`src/rtl/alu_issue_ctrl.sv`:
```
// -----------------------------------------------------------------------------
// alu_issue_ctrl
//
// Issue stage in front of an 8-bit ALU slice made of three units:
// adder/subtractor, AND and OR. One packet {op, a, b} is accepted at a time.
// Its operands are registered and exactly one unit enable is pulsed for one
// cycle. The enabled unit's answer is then captured together with its flags,
// and the result is offered downstream until it is taken.
//
// Ports
//   clk, rst                 clock, synchronous active-high reset
//   in_valid/in_ready        upstream handshake
//   in_op, in_a, in_b        packet: op 00=ADD 01=SUB 10=AND 11=OR
//   alu_a, alu_b, alu_sub    registered operands / subtract mode to the units
//   add_en, and_en, or_en    one-cycle unit enables (one-hot or all zero)
//   add_result               {carry, sum} from the adder/subtractor
//   and_result, or_result    AND / OR unit answers
//   out_valid/out_ready      downstream handshake
//   out_result, out_carry,
//   out_zero, out_op         registered result, flags and opcode
//   op_count                 completed output transfers (wraps at CNT_W bits)
//   out_overflow             signed overflow flag, only present when the
//                            ALU_ISSUE_OVF_EN macro is defined
// -----------------------------------------------------------------------------
module alu_issue_ctrl #(
  parameter int CNT_W = 16
) (
  input  logic             clk,
  input  logic             rst,
  input  logic             in_valid,
  output logic             in_ready,
  input  logic [1:0]       in_op,
  input  logic [7:0]       in_a,
  input  logic [7:0]       in_b,
  output logic [7:0]       alu_a,
  output logic [7:0]       alu_b,
  output logic             alu_sub,
  output logic             add_en,
  output logic             and_en,
  output logic             or_en,
  input  logic [8:0]       add_result,
  input  logic [7:0]       and_result,
  input  logic [7:0]       or_result,
  output logic             out_valid,
  input  logic             out_ready,
  output logic [7:0]       out_result,
  output logic             out_carry,
  output logic             out_zero,
  output logic [1:0]       out_op,
  output logic [CNT_W-1:0] op_count
`ifdef ALU_ISSUE_OVF_EN
  ,
  output logic             out_overflow
`endif
);

  typedef enum logic [1:0] {
    ST_IDLE  = 2'd0,
    ST_DRIVE = 2'd1,
    ST_HOLD  = 2'd2
  } state_t;

  localparam logic [1:0] OP_ADD = 2'b00;
  localparam logic [1:0] OP_SUB = 2'b01;
  localparam logic [1:0] OP_AND = 2'b10;
  localparam logic [1:0] OP_OR  = 2'b11;

  state_t           state_q, state_d;
  logic [1:0]       alu_op_q, alu_op_d;
  logic [7:0]       alu_a_q, alu_a_d;
  logic [7:0]       alu_b_q, alu_b_d;
  logic             alu_sub_q, alu_sub_d;
  logic             add_en_q, add_en_d;
  logic             and_en_q, and_en_d;
  logic             or_en_q, or_en_d;
  logic             out_valid_q, out_valid_d;
  logic [7:0]       out_result_q, out_result_d;
  logic             out_carry_q, out_carry_d;
  logic             out_zero_q, out_zero_d;
  logic [1:0]       out_op_q, out_op_d;
  logic [CNT_W-1:0] op_count_q, op_count_d;

  logic             in_ready_w;
  logic             accept_w;
  logic [7:0]       sel_result_w;
  logic             sel_carry_w;

`ifdef ALU_ISSUE_OVF_EN
  logic             out_overflow_q, out_overflow_d;
  logic             sel_ovf_w;
`endif

  // Accept in IDLE, or in HOLD in the same cycle the current result leaves.
  assign in_ready_w = (state_q == ST_IDLE) | ((state_q == ST_HOLD) & out_ready);
  assign accept_w   = in_valid & in_ready_w;

  // Pick only the unit that was enabled; the others may hold stale data.
  always_comb begin
    sel_result_w = add_result[7:0];
    sel_carry_w  = 1'b0;
    case (alu_op_q)
      OP_ADD, OP_SUB: begin
        sel_result_w = add_result[7:0];
        sel_carry_w  = add_result[8];
      end
      OP_AND:  sel_result_w = and_result;
      OP_OR:   sel_result_w = or_result;
      default: sel_result_w = add_result[7:0];
    endcase
  end

`ifdef ALU_ISSUE_OVF_EN
  // Signed overflow from operand and result sign bits.
  always_comb begin
    sel_ovf_w = 1'b0;
    case (alu_op_q)
      OP_ADD:  sel_ovf_w = (alu_a_q[7] == alu_b_q[7]) & (add_result[7] != alu_a_q[7]);
      OP_SUB:  sel_ovf_w = (alu_a_q[7] != alu_b_q[7]) & (add_result[7] != alu_a_q[7]);
      default: sel_ovf_w = 1'b0;
    endcase
  end
`endif

  always_comb begin
    state_d      = state_q;
    alu_op_d     = alu_op_q;
    alu_a_d      = alu_a_q;
    alu_b_d      = alu_b_q;
    // Enables and subtract mode are pulses: high only in the cycle after accept.
    alu_sub_d    = 1'b0;
    add_en_d     = 1'b0;
    and_en_d     = 1'b0;
    or_en_d      = 1'b0;
    out_valid_d  = out_valid_q;
    out_result_d = out_result_q;
    out_carry_d  = out_carry_q;
    out_zero_d   = out_zero_q;
    out_op_d     = out_op_q;
    op_count_d   = op_count_q;
`ifdef ALU_ISSUE_OVF_EN
    out_overflow_d = out_overflow_q;
`endif

    case (state_q)
      ST_IDLE: begin
        state_d = ST_IDLE;
      end
      ST_DRIVE: begin
        out_result_d = sel_result_w;
        out_carry_d  = sel_carry_w;
        out_zero_d   = (sel_result_w == 8'h00);
        out_op_d     = alu_op_q;
        out_valid_d  = 1'b1;
`ifdef ALU_ISSUE_OVF_EN
        out_overflow_d = sel_ovf_w;
`endif
        state_d      = ST_HOLD;
      end
      ST_HOLD: begin
        if (out_ready) begin
          op_count_d  = op_count_q + {{(CNT_W-1){1'b0}}, 1'b1};
          out_valid_d = 1'b0;
          state_d     = ST_IDLE;
        end
      end
      default: begin
        state_d = ST_IDLE;
      end
    endcase

    // A new packet overrides the IDLE return when it arrives during HOLD.
    if (accept_w) begin
      alu_op_d  = in_op;
      alu_a_d   = in_a;
      alu_b_d   = in_b;
      add_en_d  = (in_op == OP_ADD) | (in_op == OP_SUB);
      alu_sub_d = (in_op == OP_SUB);
      and_en_d  = (in_op == OP_AND);
      or_en_d   = (in_op == OP_OR);
      state_d   = ST_DRIVE;
    end
  end

  always_ff @(posedge clk) begin
    if (rst) begin
      state_q      <= ST_IDLE;
      alu_op_q     <= 2'b00;
      alu_a_q      <= 8'h00;
      alu_b_q      <= 8'h00;
      alu_sub_q    <= 1'b0;
      add_en_q     <= 1'b0;
      and_en_q     <= 1'b0;
      or_en_q      <= 1'b0;
      out_valid_q  <= 1'b0;
      out_result_q <= 8'h00;
      out_carry_q  <= 1'b0;
      out_zero_q   <= 1'b0;
      out_op_q     <= 2'b00;
      op_count_q   <= '0;
`ifdef ALU_ISSUE_OVF_EN
      out_overflow_q <= 1'b0;
`endif
    end else begin
      state_q      <= state_d;
      alu_op_q     <= alu_op_d;
      alu_a_q      <= alu_a_d;
      alu_b_q      <= alu_b_d;
      alu_sub_q    <= alu_sub_d;
      add_en_q     <= add_en_d;
      and_en_q     <= and_en_d;
      or_en_q      <= or_en_d;
      out_valid_q  <= out_valid_d;
      out_result_q <= out_result_d;
      out_carry_q  <= out_carry_d;
      out_zero_q   <= out_zero_d;
      out_op_q     <= out_op_d;
      op_count_q   <= op_count_d;
`ifdef ALU_ISSUE_OVF_EN
      out_overflow_q <= out_overflow_d;
`endif
    end
  end

  assign in_ready   = in_ready_w;
  assign alu_a      = alu_a_q;
  assign alu_b      = alu_b_q;
  assign alu_sub    = alu_sub_q;
  assign add_en     = add_en_q;
  assign and_en     = and_en_q;
  assign or_en      = or_en_q;
  assign out_valid  = out_valid_q;
  assign out_result = out_result_q;
  assign out_carry  = out_carry_q;
  assign out_zero   = out_zero_q;
  assign out_op     = out_op_q;
  assign op_count   = op_count_q;
`ifdef ALU_ISSUE_OVF_EN
  assign out_overflow = out_overflow_q;
`endif

endmodule

```
`config.mk`:
```
export PLATFORM = sky130hd
export DESIGN_NAME = alu_issue_ctrl
export DESIGN_NICKNAME = d
export VERILOG_FILES = /design/src/rtl/alu_issue_ctrl.sv
export SDC_FILE = /design/constraint.sdc
export NUM_CORES = 1
export LEC_CHECK = 0
export BUFFER_PORTS_ARGS = -buffer_cell sky130_fd_sc_hd__buf_4
export CORE_ASPECT_RATIO = 1.1
export CORE_UTILIZATION = 46
export CTS_CLUSTER_DIAMETER = 40
export DETAILED_ROUTE_END_ITERATION = 12
export PLACE_DENSITY = 0.76
export SLEW_MARGIN = 20
export SYNTH_ARGS = -nofsm -noshare
export SYNTH_HDL_FRONTEND = slang
export SYNTH_SLANG_ARGS = --single-unit
```
`constraint.sdc`:
```
create_clock -name clk -period 2.1 [get_ports clk]
set_clock_uncertainty 0.05 [all_clocks]
set_input_delay 0.21 -clock clk [delete_from_list [all_inputs] [get_ports clk]]
set_output_delay 0.21 -clock clk [all_outputs]
set_load 0.02 [all_outputs]
```
## Word level (Yosys, flattened, before mapping)

Cells that the tools add are included.

- Flip-flop bits (word level): 53
- Bits of input ports: 47
- Output and inout bits: 50
- Logic and storage cells: 48

- Add/subtract/negate cells: 1
- Eq/ne operators: 10
- Multiplexer cells: 7
- Bitwise gates (word level): 5
- Reductions and logical operators: 10

Operators with widths:

| kind | count |
|---|---|
| case mux 8 bit (3 select lines) | 1 |
| adder 16 x 1 -> 16 bit (second input constant) | 1 |
| equality test 2 bit (second input constant) | 5 |
| zero test 8 bit | 1 |
| equality test 2 x 1 -> 1 bit (second input constant) | 3 |
| zero test 2 bit | 3 |
| OR reduction 2 bit | 3 |
| case mux 2 bit (2 select lines) | 1 |
| AND reduction 2 bit | 2 |
| two-way mux 1 bit | 3 |
| inequality test 3 bit (second input constant) | 1 |
| AND 1 bit | 2 |
| two-way mux 2 bit | 1 |
| inequality test 2 bit (second input constant) | 1 |
| bitwise OR 1 bit | 2 |
| case mux 1 bit (2 select lines) | 1 |
| nonzero test 2 bit | 1 |
| NOT 1 bit | 1 |

## Longest topological paths before layout

- Depth after elaboration: 6
- Gate-level depth with buffers: 7
- Gate-level depth less buffers: 5

## Worst setup path after synthesis

Ideal clock, no wire load.

- Kind: flip-flop to flip-flop
- From: reg op_count_q[5] (netlist: op_count[5])
- To: reg op_count_q[14] (netlist: op_count[14])
- Setup time: 0.128 ns
- Arrival time: 1.368 ns
- Required time: 1.922 ns
- Path slack: 0.555 ns
- Stages on the path, launching flop included: 6
- Buffers on the path: 0
- Clock period less this slack: 1.545 ns
- Cells stage by stage: dfxtp_1 and4_1 nand4_2 nor3_1 xnor2_1 nor2_1

- Longest elaborated chain between the ends: 1

Ends and longest elaborated chain:

| item | RTL line | source |
|---|---|---|
| start, declared | 81 | `logic [CNT_W-1:0] op_count_q, op_count_d;` |
| start signal, assigned | 217 | `op_count_q <= op_count_d;` |
| adder 16 x 1 -> 16 bit | 161 | `op_count_d = op_count_q + {{(CNT_W-1){1'b0}}, 1'b1};` |

Every way passes these cells.
A chain may end at the register's enable or synchronous reset.

## Final worst setup path

- From: reg state_q[1]
- To: reg op_count_q[15] (netlist: op_count[15])

- Longest elaborated chain between the ends: 2

Ends and longest elaborated chain:

| item | RTL line | source |
|---|---|---|
| start, declared | 68 | `state_t state_q, state_d;` |
| start signal, assigned | 204 | `state_q <= state_d;` |
| equality test 2 bit | 144 | `case (state_q)` |
| AND reduction 2 bit (no line) | -- |  |

Every way passes these cells.

==> metrics.txt <==
outcome=completed; Synth Area in Simple Gates=0.2619; setup TNS=0 ns; switch share=0.2523; Core Area=approximately 0.0044 mm2; port bufs=96; Initial Util=0.4896; first-pass GRT wire length=8155 um; Final Net Count=403; P_sw=slightly below 0.5 mW; filler cell count=between 300 and 400; syn_area_per_cell=8.243 um2; slew at the pin closest to its max-slew limit=just under 0.7 ns; Initial DRC Count=67; layout cell share with drive strength beyond 1=0.3099; I/O pin count=97; Worst Setup End Kind=flop; Max VDD drop=0.3915 mV; Pint=approximately 1.5 mW; TritonRoute pass-1 iters=4; Detailed Place HPWL=~3800 um; DIE WIDTH=approximately 67 um; placed cells=around 400; Syn Inst Count=roughly 260; fmax=630.8 MHz; die area=0.004973 mm2; largest family of logic cells by synthesized area=simple AND/OR/NAND/NOR gates; slowest stage cell, crit path=dfxtp_1; Leakage=1.324 nW; register area share after synthesis=0.4913; Mapped Area=0.002160 mm2; H-tree depth=2; Worst path max stage delay=0.39 ns; Slew Limit Fails=0; Worst Setup Start Kind=flop; Synth Flop Type=dfxtp_1; Longest Clk Path Bufs=2; number of global-route vias before repair=1850; Ys Warns=0; Yosys cell types=30; Critical Path AT=approximately 1.7 ns; cell taking the most area after synthesis=dfxtp_1; clock sink count=53; total power=between 1.5 and 2 mW; ANT nets after route=0; CP Class=reg2reg; Comb pwr share=0.157; Flop pwr share=0.551; crit-path cells=and3b_1, nand4_4, nor4_4, xnor2_1, nor2_1; diode count=0; worst hold path type=in2reg; Congestion Overflow GR=0; clock power share=0.291; antenna violations before repair=0; setup bufs post-CTS=0; std cell rows=25; Root Driver=clkbuf_8; Synth Area in Compound Gates=0.1130; Inserted Clock Buffers=5; Die Ht=73.86 um; max_cap viols=0; final period utilization=0.7549; RSZ-0062 raised after global routing=no; via/cell ratio=a little over 5; wire per inst=12.74 um; final setup fails=0; global-route usage over all layers=0.2167; Power Density=about 650 mW/mm2; post-synthesis xor/xnor area fraction=0.04056; Async S/R FF share, synth=0; Post-CTS Resized=0; fin cells=a little over 400; Post-synth EDFFs=0; multiplexer share of the synthesized area=0.04635; Clock transition at path regs=approximately 0.090 ns; flop and latch count out of synthesis=53; crit path time final=between 1.5 and 2 ns; Worst EP required=between 2 and 2.5 ns; CP max FO=9; Worst slew margin=0.5432; Synth Area in Adders=0.005794; Syn Nets=310; Worst-Skew Late Latency=about 0.30 ns; reg2reg start=state_q[1]$_SDFFE_PP0P_; final hold vios=0; largest net degree at the start of global routing=just over 50; Routed WL=between 5000 and 6000 um; hold path start=in_op[0]; Hold Buf Count CTS=0; via count=around 2100; crit path from=state_q[1]$_SDFFE_PP0P_; top cell type's share of synthesized area=0.4913; Remaining DRCs=0; Layout area overhead=38.99%; Final Wtd Congestion=about 0.78; CTS tree=built; Synth area leaders=dfxtp_1 (49%), nand2_1 (10%), a21oi_1 (9.7%), nor2_1 (4.9%), mux2i_1 (4.6%)
-- layout by cell type (no fill, tap or decap), drive strengths merged, types with 2 or more instances in the layout --
cell and n:
nor2 28, or3 5, inv 5, nor3 8, a21oi 42, xnor2 7, buf 101, mux2i 10
nand4 4, xor2 3, and2 2, o21ai 5, dfxtp 53, nand2 58, and3 2, nand3 5
clkbuf 7, and3b 2, nor4 2
-- metal layers --
| metal | part of all wire | wire [um] | track usage | up-vias |
|---|---|---|---|---|
| li1 | - | - | - | 1058 |
| met1 | 0.44 | 2291 | 0.2620 | 925 |
| met2 | 0.47 | 2429 | 0.3589 | 66 |
| met3 | 0.078 | 407 | 0.06677 | 7 |
| met4 | 0.015 | 80 | 0.07565 | 0 |
| met5 | 0 | 0 | 0 | - |
-- registers in the layout, indices dropped and copies added, names as in the netlist, 2 cells and up --
signal / cells
alu_a: 8
alu_b: 8
alu_op_q: 2
op_count: 16
out_op: 2
out_result: 8
state_q: 2
-- through the flow --
stage | instance area [um2] | setup slack (ns) | util | hold slack (ns)
CTS | 3002 | 0.4879 | 0.6806 | 0.02964
floorplan | 2160 | 0.5547 | - | 0.2315
global placement | 2915 | 0.5277 | 0.6610 | 0.3468
finish | 3002 | 0.5147 | 0.6806 | 0.04548
detailed placement | 2915 | 0.5066 | 0.6610 | 0.3538
global route | 3002 | 0.3545 | 0.6806 | 0.02600
-- path summary, 6_finish.rpt --
path / end / slack [ns] / depth (start not counted)
max: op_count[15]$_SDFFE_PP0P_ / 0.51 / 5
min: and_en$_SDFF_PP0_ / 0.05 / 2
max reg2reg: op_count[15]$_SDFFE_PP0P_ / 0.51 / 5
min reg2reg: alu_a[7]$_SDFFE_PP0P_ / 0.41 / 2
-- power groups by stage --
stage	clock network [mW]	registers [mW]	logic, mW
final	0.565	1.07	0.305
after global routing	0.631	1.08	0.331
after CTS	0.586	1.07	0.308
after detailed placement	0	1.09	0.308
after global placement	0	1.09	0.305
after floorplan	0	1.13	0.122
-- logic make-up (layout without fill, tap and decap cells) --
group,after synthesis,after routing
and+or+nand+nor,120,120
DFF,53,53
AOI/OAI and AO/OA,48,48
buffers and inverters,20,113
xor gates and xnor gates,10,10
muxes,10,10
adders and majority gates,1,1
-- worst max-delay path, delay by kind of cell (launching register included) --
| family | cells | cell delay, ns |
|---|---|---|
| flops | 1 | 0.39 |
| simple gates | 4 | 0.87 |
| xor+xnor | 1 | 0.15 |
-- synth_stat cells (3+ instances only) --
master    number
a21oi_1       42
buf_1          3
buf_2          5
clkbuf_1       6
dfxtp_1       53
inv_1          5
mux2i_1       10
nand2_1       58
nand3_1        5
nor2_1        28
nor3_1         8
o21ai_0        5
or3_1          5
xnor2_1        7
xor2_1         3
-- layout make-up --
cell class,count,area [um2],share of cell area
flip-flops and latches,53,1061,0.3535
multi-input cells,189,1010,0.3364
clock buffers,7,86.33,0.02876
inverters,5,18.77,0.006253
well taps,54,67.56,0.02251
repair buffers,101,758.2,0.2526
Note: power is estimated with default switching activity, not from simulation.
